File: config.mk
export PLATFORM = sky130hd
export DESIGN_NAME = ifetch_responder
export DESIGN_NICKNAME = d
export VERILOG_FILES = /design/src/rtl/ifetch_pkg.sv /design/src/rtl/ifetch_responder_sync_fifo.sv /design/src/rtl/ifetch_responder.sv
export SDC_FILE = /design/constraint.sdc
export NUM_CORES = 1
export LEC_CHECK = 0
export ABC_CLOCK_PERIOD_IN_PS = 2550
export BUFFER_PORTS_ARGS = -buffer_cell sky130_fd_sc_hd__buf_2
export CAP_MARGIN = 15
export CORE_MARGIN = 2
export CORE_UTILIZATION = 47
export DETAILED_ROUTE_END_ITERATION = 6
export MAX_ROUTING_LAYER = met4
export PLACE_DENSITY = 0.74
export SYNTH_ARGS = -nofsm -noshare
export SYNTH_HDL_FRONTEND = slang
export SYNTH_SLANG_ARGS = --single-unit
File: constraint.sdc
create_clock -name clk -period 2.55 [get_ports clk]
set_input_delay 0 -clock clk [delete_from_list [all_inputs] [get_ports clk]]
set_output_delay 0 -clock clk [all_outputs]
set_load 0.03 [all_outputs]
File: src/rtl/ifetch_pkg.sv
// rtl/ifetch_pkg.sv - shared types and constants for the instruction fetch responder
//
// Purpose: default widths, the NOP word substituted for misaligned fetches,
// the queue entry layout and small helpers used by ifetch_responder.
// Ports: none (package).

package ifetch_pkg;

  localparam int ADDR_W_DEF = 32;
  localparam int DATA_W_DEF = 32;
  localparam int DEPTH_DEF  = 4;

  localparam logic [DATA_W_DEF-1:0] NOP_INST = 32'h0000_0000;

  // One queued fetch result. Field widths follow the package defaults, so the
  // top-level ADDR_W/DATA_W parameters are expected to stay at those values.
  typedef struct packed {
    logic [DATA_W_DEF-1:0] inst;
    logic [ADDR_W_DEF-1:0] pc;
    logic                  misalign;
  } fetch_entry_t;

  // Instructions are word aligned; any low address bit set is a fault.
  function automatic logic is_misaligned(input logic [ADDR_W_DEF-1:0] addr);
    return addr[1:0] != 2'b00;
  endfunction

  // A misaligned fetch never reads memory, so its entry carries a NOP
  // instead of whatever happens to be on the read-data bus.
  function automatic fetch_entry_t make_entry(input logic [DATA_W_DEF-1:0] rdata,
                                              input logic [ADDR_W_DEF-1:0] pc,
                                              input logic                  misalign);
    fetch_entry_t e;
    e.inst     = misalign ? NOP_INST : rdata;
    e.pc       = pc;
    e.misalign = misalign;
    return e;
  endfunction

endpackage

File: src/rtl/ifetch_responder_sync_fifo.sv
// rtl/ifetch_responder_sync_fifo.sv - synchronous FIFO holding fetch results
//
// Purpose: power-of-two deep register FIFO with push/pop/count and no bypass;
// a pushed word becomes visible on pop_data the cycle after the push.
// Ports:
//   clk, rst        clock and synchronous active-high reset
//   clr             synchronous clear (flush), lower priority than rst
//   push, push_data write one entry
//   pop             consume the head entry (ignored when empty)
//   pop_data        head entry, all zeros while empty
//   count           number of stored entries, 0..DEPTH

module sync_fifo #(
  parameter int DEPTH = 4,
  parameter int WIDTH = 8,
  localparam int PTR_W = $clog2(DEPTH),
  localparam int CNT_W = PTR_W + 1
) (
  input  logic             clk,
  input  logic             rst,
  input  logic             clr,
  input  logic             push,
  input  logic [WIDTH-1:0] push_data,
  input  logic             pop,
  output logic [WIDTH-1:0] pop_data,
  output logic [CNT_W-1:0] count
);

  logic [WIDTH-1:0] mem [DEPTH];
  logic [PTR_W-1:0] wr_ptr;
  logic [PTR_W-1:0] rd_ptr;
  logic [CNT_W-1:0] cnt;
  logic             empty;
  logic             full;
  logic             do_pop;
  logic             do_push;

  assign empty   = (cnt == '0);
  assign full    = (cnt == CNT_W'(DEPTH));
  assign do_pop  = pop && !empty;
  assign do_push = push;

  // Pointers are exactly log2(DEPTH) bits wide, so they wrap on their own.
  always_ff @(posedge clk) begin
    if (rst || clr) begin
      wr_ptr <= '0;
      rd_ptr <= '0;
      cnt    <= '0;
    end else begin
      if (do_push) begin
        wr_ptr <= wr_ptr + PTR_W'(1);
      end
      if (do_pop) begin
        rd_ptr <= rd_ptr + PTR_W'(1);
      end
      case ({do_push, do_pop})
        2'b10:   cnt <= cnt + CNT_W'(1);
        2'b01:   cnt <= cnt - CNT_W'(1);
        default: cnt <= cnt;
      endcase
    end
  end

  // Storage is not reset; an empty queue masks it on the output instead.
  always_ff @(posedge clk) begin
    if (!rst && !clr && do_push) begin
      mem[wr_ptr] <= push_data;
    end
  end

  // Upstream credit accounting must keep a full queue from being pushed
  // unless the head leaves in the same cycle.
  always_ff @(posedge clk) begin
    if (!rst && !clr) begin
      assert (!(do_push && full && !do_pop))
        else $error("sync_fifo: push into full queue");
    end
  end

  assign pop_data = empty ? '0 : mem[rd_ptr];
  assign count    = cnt;

endmodule

File: src/rtl/ifetch_responder.sv
// rtl/ifetch_responder.sv - fetch request to tagged instruction responder
//
// Purpose: accepts fetch addresses from the PC stage, issues reads to a
// synchronous instruction memory (data one cycle after the enable), and
// queues each returned word with its PC for the IF/ID register. Credits
// cover both queued and in-flight reads so decode stalls never drop data.
// A flush discards everything queued or in flight.
// Ports:
//   clk, rst                  clock and synchronous active-high reset
//   req_valid/req_addr        fetch request from the PC stage
//   req_ready                 request accepted when req_valid && req_ready
//   flush                     discard queued and in-flight fetches
//   imem_en/imem_addr         instruction memory read port
//   imem_rdata                read data, one cycle after imem_en
//   inst_valid/inst_ready     head handshake toward IF/ID
//   inst/inst_pc/inst_misalign head entry contents

module ifetch_responder
  import ifetch_pkg::*;
#(
  parameter int ADDR_W = ADDR_W_DEF,
  parameter int DATA_W = DATA_W_DEF,
  parameter int DEPTH  = DEPTH_DEF
) (
  input  logic              clk,
  input  logic              rst,
  input  logic              req_valid,
  input  logic [ADDR_W-1:0] req_addr,
  output logic              req_ready,
  input  logic              flush,
  output logic              imem_en,
  output logic [ADDR_W-1:0] imem_addr,
  input  logic [DATA_W-1:0] imem_rdata,
  output logic              inst_valid,
  input  logic              inst_ready,
  output logic [DATA_W-1:0] inst,
  output logic [ADDR_W-1:0] inst_pc,
  output logic              inst_misalign
);

  localparam int CNT_W = $clog2(DEPTH) + 1;

  logic [CNT_W-1:0] count;
  logic [CNT_W:0]   occupancy;
  logic             inflight;
  logic [ADDR_W-1:0] pend_pc;
  logic             pend_misalign;
  logic             accept;
  logic             req_misalign;
  logic             push;
  fetch_entry_t     push_entry;
  fetch_entry_t     head_entry;

  // Every accepted fetch owns a queue slot from acceptance onward, so the
  // read in flight counts against the credit alongside the stored entries.
  assign occupancy = {1'b0, count} + {{CNT_W{1'b0}}, inflight};
  assign req_ready = !rst && !flush && (occupancy < (CNT_W+1)'(DEPTH));

  assign accept       = req_valid && req_ready;
  assign req_misalign = is_misaligned(req_addr);

  // Misaligned fetches skip the memory access entirely.
  assign imem_en   = accept && !req_misalign;
  assign imem_addr = req_addr;

  // Tracks the single outstanding read and the tag it will be queued with.
  always_ff @(posedge clk) begin
    if (rst) begin
      inflight      <= 1'b0;
      pend_pc       <= '0;
      pend_misalign <= 1'b0;
    end else if (flush) begin
      inflight <= 1'b0;
    end else begin
      inflight <= accept;
      if (accept) begin
        pend_pc       <= req_addr;
        pend_misalign <= req_misalign;
      end
    end
  end

  // The read data arrives while inflight is set; a flush in that cycle
  // drops it, reset drops it inside the queue.
  assign push       = inflight && !flush;
  assign push_entry = make_entry(imem_rdata, pend_pc, pend_misalign);

  sync_fifo #(
    .DEPTH (DEPTH),
    .WIDTH ($bits(fetch_entry_t))
  ) u_queue (
    .clk       (clk),
    .rst       (rst),
    .clr       (flush),
    .push      (push),
    .push_data (push_entry),
    .pop       (inst_ready),
    .pop_data  (head_entry),
    .count     (count)
  );

  assign inst_valid    = (count != '0);
  assign inst          = head_entry.inst;
  assign inst_pc       = head_entry.pc;
  assign inst_misalign = head_entry.misalign;

endmodule

-- Word-level counts from Yosys, hierarchy flattened
Memory sizes are Yosys's and may differ from the RTL's. A register that Yosys moved wholly into a read port is not among the register bits.
Cells that the tools add are included.
- output and inout port bits: 100
- RAM bits: 260
- register bits after elaboration: 41
- memories: 1
- $add $sub $neg: 5
- order comparisons: 1
- muxes and demuxes: 7
- reduce and logical (&&, ||, !) cells: 18
- bitwise gates (word level): 1
- eq/ne operators: 2
- memory list (name ; words ; bits a word ; read ports ; clocked after Yosys merged registers in ; wr ports ; line ; text):
    u_queue.mem ; 4 ; 65 ; 1 ; 1 ; 1 ; ifetch_responder_sync_fifo.sv:29 ; logic [WIDTH-1:0] mem [DEPTH];
- operators with widths (kind ; number):
    $mux 65 ; 1
    $mux 32 ; 1
    $logic_and 1x1->1 ; 7
    $pmux 3 s2 ; 1
    $add 2x1->2 const B ; 2
    $add 3x1->4 ; 1
    $logic_not 1->1 ; 4
    $lt 4x3->1 const B ; 1
    $mux 2 ; 2
    $reduce_bool 2->1 ; 2
    $add 3x1->3 const B ; 1
    $logic_not 3->1 ; 1
    $reduce_bool 3->1 ; 1
    $sub 3x1->3 const B ; 1
    $eq 2x1->1 const B ; 1
    $eq 2x2->1 const B ; 1
    $mux 1 ; 2
    $reduce_and 2->1 ; 1
    $reduce_or 2->1 ; 1
    $logic_or 1x1->1 ; 1
    $not 1->1 ; 1

-- Depth between registers and ports, before layout
- depth after elaboration: 5
- gate-level depth with buffers: 8
- gate-level depth less buffers: 8

-- Modules after synthesis
From an unflattened synthesis, not the netlist that was laid out.
- cell total of the unflattened synthesis: 688
- area, all modules: 12155.4 µm²
- modules (own cells, without submodules) (module ; times used ; cells each ; area an instance (µm²)):
    sync_fifo ; 1 ; 462 ; 10286.1
    ifetch_responder ; 1 ; 226 ; 1869.3

-- Worst setup path after synthesis
Ideal clock, no wire load.
- path type: flip-flop to flip-flop
- start point: register u_queue.wr_ptr[0]
- end point: memory u_queue.mem[2][0] (netlist name), enable pin
- period minus slack after synthesis: 2.535 ns
- arrival: 2.105 ns
- buffers on the path: 0
- library setup time: 0.430 ns
- path slack: 0.015 ns
- data required time: 2.120 ns
- cell stages (with the launch flop): 4
- cell sequence: dfxtp_1 > inv_1 > ha_1 > and3_1
- RTL lines (element ; line ; text):
    start: declaration ; ifetch_responder_sync_fifo.sv:30 ; logic [PTR_W-1:0] wr_ptr;
    start signal: assignment ; ifetch_responder_sync_fifo.sv:51 ; wr_ptr <= wr_ptr + PTR_W'(1);
    end: declaration ; ifetch_responder_sync_fifo.sv:29 ;
No word-level cell before the write port.

==> metrics <==
Core ar. about 25000 um^2; Seq/Total Area, Yosys 0.715; CP Cell Sequence buf_4, mux4_2, and2_1, buf_2; CP endpoint kind output port; worst r2r dst pend_pc[0]$_SDFFE_PP0P_; FF+latch area 8680 um^2; Layout Skew 12.0 ps; HP Class primary input to flop; die area 27100 um^2; total wire length between 20000 and 25000 um; Die H 165 um; PwrDens 669 nW/um^2; hpwl dp 13300 um; Register-to-Register Path Depth 4; Slew Viols, Final 0; Setup-failing EPs final 0; syn_nets 717; Vias/cell about 5.1; worst rel slew slack 0.530; initial antenna violation count 0; Worst R2R Setup Slack 320 ps; Slew @ Worst Pin 705 ps; Synth Cell Area 12100 um^2; Global Route Usage Sum 0.178; Sw Ratio 0.200; Multi-input gate area 3000 um^2; crit-path max cell delay between 700 and 800 ps; clk slew on worst S/H paths 60 ps; Clk pwr share 0.402; Hold Path Stages 3; Combinational Power Share 0.046; crit path time final 2260 ps; H-Tree Depth 1; RD Place Congestion 0.674; TritonCTS clock tree done; Final ANT Viol Nets 0; fin nets 939; commonest cells after routing, fill and taps aside edfxtp_1 (260), buf_2 (168), dlygate4sd3_1 (71); clock sinks slightly above 300; Cells after Synth 642; max cap viols 0; critical register-to-register path startpoint inflight$_SDFF_PP0_; Starting Density 0.480; Resized Gates After CTS 0; CTS buffer count 30; Ant. Diodes 0; hold worst-path end pend_misalign$_SDFFE_PP0P_; final cycle utilization of the critical path 0.887; Power Internal 7920 uW; CP required roughly 2600 ps; first-pass GRT wire length ~36000 um; RSZ-0062 raised after global routing false; Hold Path Origin rst; most common cell after layout, fill and taps aside edfxtp_1; WS Path Type flop to output port; #FFs+latches synth 303; setup TNS 0 ps; Longest Clk Path Bufs 3; Crit Path Max Fanout 34; Pre-Repair DR Iteration Count 5; die span in x 165 um; fmax 442 MHz; final hold violation count 0; Avg Inst Size Synth 18.9 um^2; Ports 169; share of layout cells above drive strength 1 0.371; Distinct cells, synth 35; VDD IR max roughly 0.00052 V; vias in the first global route 6453; Leak 0.00539 uW; vias 6253; sw power roughly 2000 uW; synth-to-layout area growth 22.1%; worst skew pair latency between 500 and 600 ps; CP arrival 2260 ps; register share of total power 0.552; slowest CP cell dfxtp_4; Ys Warns 0; IO buf count between 150 and 200; largest net degree at the start of global routing 67; Startpoint Class flop; WL/cell about 19 um; initial drt markers 339; Remaining DRCs 0; status finished clean; FILL cells about 1.9k; Root Driver clkbuf_16; Min Hold Slack 158 ps; Overflow after GRT 0; Site Rows a little under 60
-- worst max path at each step --
| stage | from | to | slack (ps) | cells past startpoint |
|---|---|---|---|---|
| global placement | u_queue.count[2]$_SDFFE_PP0P_ | u_queue.count[2]$_SDFFE_PP0P_ | 650 | 8 |
| CTS | flop | inst[22] | 230 | 4 |
| finish | flop | inst[30] | 290 | 4 |
| detailed placement | u_queue.count[2]$_SDFFE_PP0P_ | u_queue.count[2]$_SDFFE_PP0P_ | 660 | 8 |
| floorplan | u_queue.wr_ptr[0]$_SDFFE_PP0P_ | u_queue.mem[2][0]$_DFFE_PP_ | 20 | 3 |
| global route | u_queue.count[2]$_SDFFE_PP0P_ | imem_en | 160 | 4 |
-- state kept, by name, summed over array words and instances, names as in the netlist, named ones only --
signal / flops
inflight: 1
u_queue.wr_ptr: 2
pend_pc: 32
u_queue.rd_ptr: 2
u_queue.mem: 260
pend_misalign: 1
u_queue.count: 3
-- critical path, delay by kind of cell, from the launching register on --
family        cells  cell delay, ps
simple gates      1             170
mux               1             350
buf+inv           2             480
flops             1             710
-- per-layer routing --
layer | routed length [um] | track usage | up-vias | part of all wire
met4 | 322 | 0.0411 | 0 | 0.014
li1 | - | - | 2859 | -
met5 | 0 | - | - | 0
met1 | 9990 | 0.237 | 3167 | 0.43
met2 | 11500 | 0.295 | 197 | 0.50
met3 | 1200 | 0.0254 | 30 | 0.052
-- cells in the mapped netlist --
cell | instances | share of area
o311ai_0 | 1 | 0.00072
buf_4 | 32 | 0.020
or2_2 | 1 | 0.00052
nand3_4 | 1 | 0.0014
buf_6 | 9 | 0.0084
and2b_1 | 12 | 0.0074
a21oi_1 | 2 | 0.00083
nor2_1 | 10 | 0.0031
mux2_4 | 3 | 0.0037
o21ai_0 | 1 | 0.00041
nand3_1 | 1 | 0.00041
buf_2 | 9 | 0.0037
nand2b_1 | 1 | 0.00052
o31ai_1 | 1 | 0.00062
clkbuf_1 | 11 | 0.0034
xnor2_1 | 1 | 0.00072
or3_4 | 1 | 0.00093
a31oi_1 | 1 | 0.00052
xor2_1 | 4 | 0.0029
and2_1 | 66 | 0.034
ha_1 | 5 | 0.0052
and3_1 | 4 | 0.0021
or3_1 | 1 | 0.00052
nor2b_1 | 52 | 0.027
a211oi_1 | 1 | 0.00062
dfxtp_1 | 43 | 0.071
edfxtp_1 | 260 | 0.64
mux4_2 | 65 | 0.12
mux2i_1 | 1 | 0.00083
fa_1 | 1 | 0.0017
clkbuf_2 | 3 | 0.0012
nor3_4 | 1 | 0.0013
nor3_1 | 1 | 0.00041
mux2_2 | 29 | 0.027
inv_1 | 7 | 0.0022
-- kinds of logic after synthesis --
| logic type | share of synthesized area |
|---|---|
| fa+ha+maj | 0.00681 |
| mux | 0.152 |
| buf+inv | 0.0387 |
| flops | 0.715 |
| compound gates | 0.00372 |
| simple gates | 0.0796 |
| xor+xnor | 0.00361 |
-- metrics by stage --
stage / worst slack [ps] / instances / power [uW] / util / cell area (um^2)
floorplan: 15.2 / 642 / 5830 / - / 12100
global placement: 649 / 1091 / 5930 / 0.523 / 13200
detailed placement: 659 / 1091 / 5940 / 0.523 / 13200
CTS: 235 / 1215 / 10000 / 0.586 / 14800
global route: 164 / 1215 / 10300 / 0.586 / 14800
finish: 288 / 1215 / 9910 / 0.586 / 14800
-- final cells by class --
class,instances,share of cell area
Tap cell,330,0.0279
Clock buffer,39,0.0537
Inverter,7,0.00178
Multi-Input combinational cell,268,0.203
Timing Repair Buffer,254,0.121
Clock inverter,14,0.00685
Sequential cell,303,0.586
-- power groups by stage --
stage                     registers, uW  logic, uW  clock network, uW
after detailed placement           5570        369                  0
after floorplan                    5560        267                  0
after global routing               5480        489               4300
final                              5470        452               3990
after global placement             5570        363                  0
after CTS                          5470        454               4110
-- repair_timing --
item / in CTS / in global routing
buffers inserted: 0 / 0
endpoints found under the hold margin: 170 / 0
hold buffers: 71 / 0
Note: power is estimated with default switching activity, not from simulation.
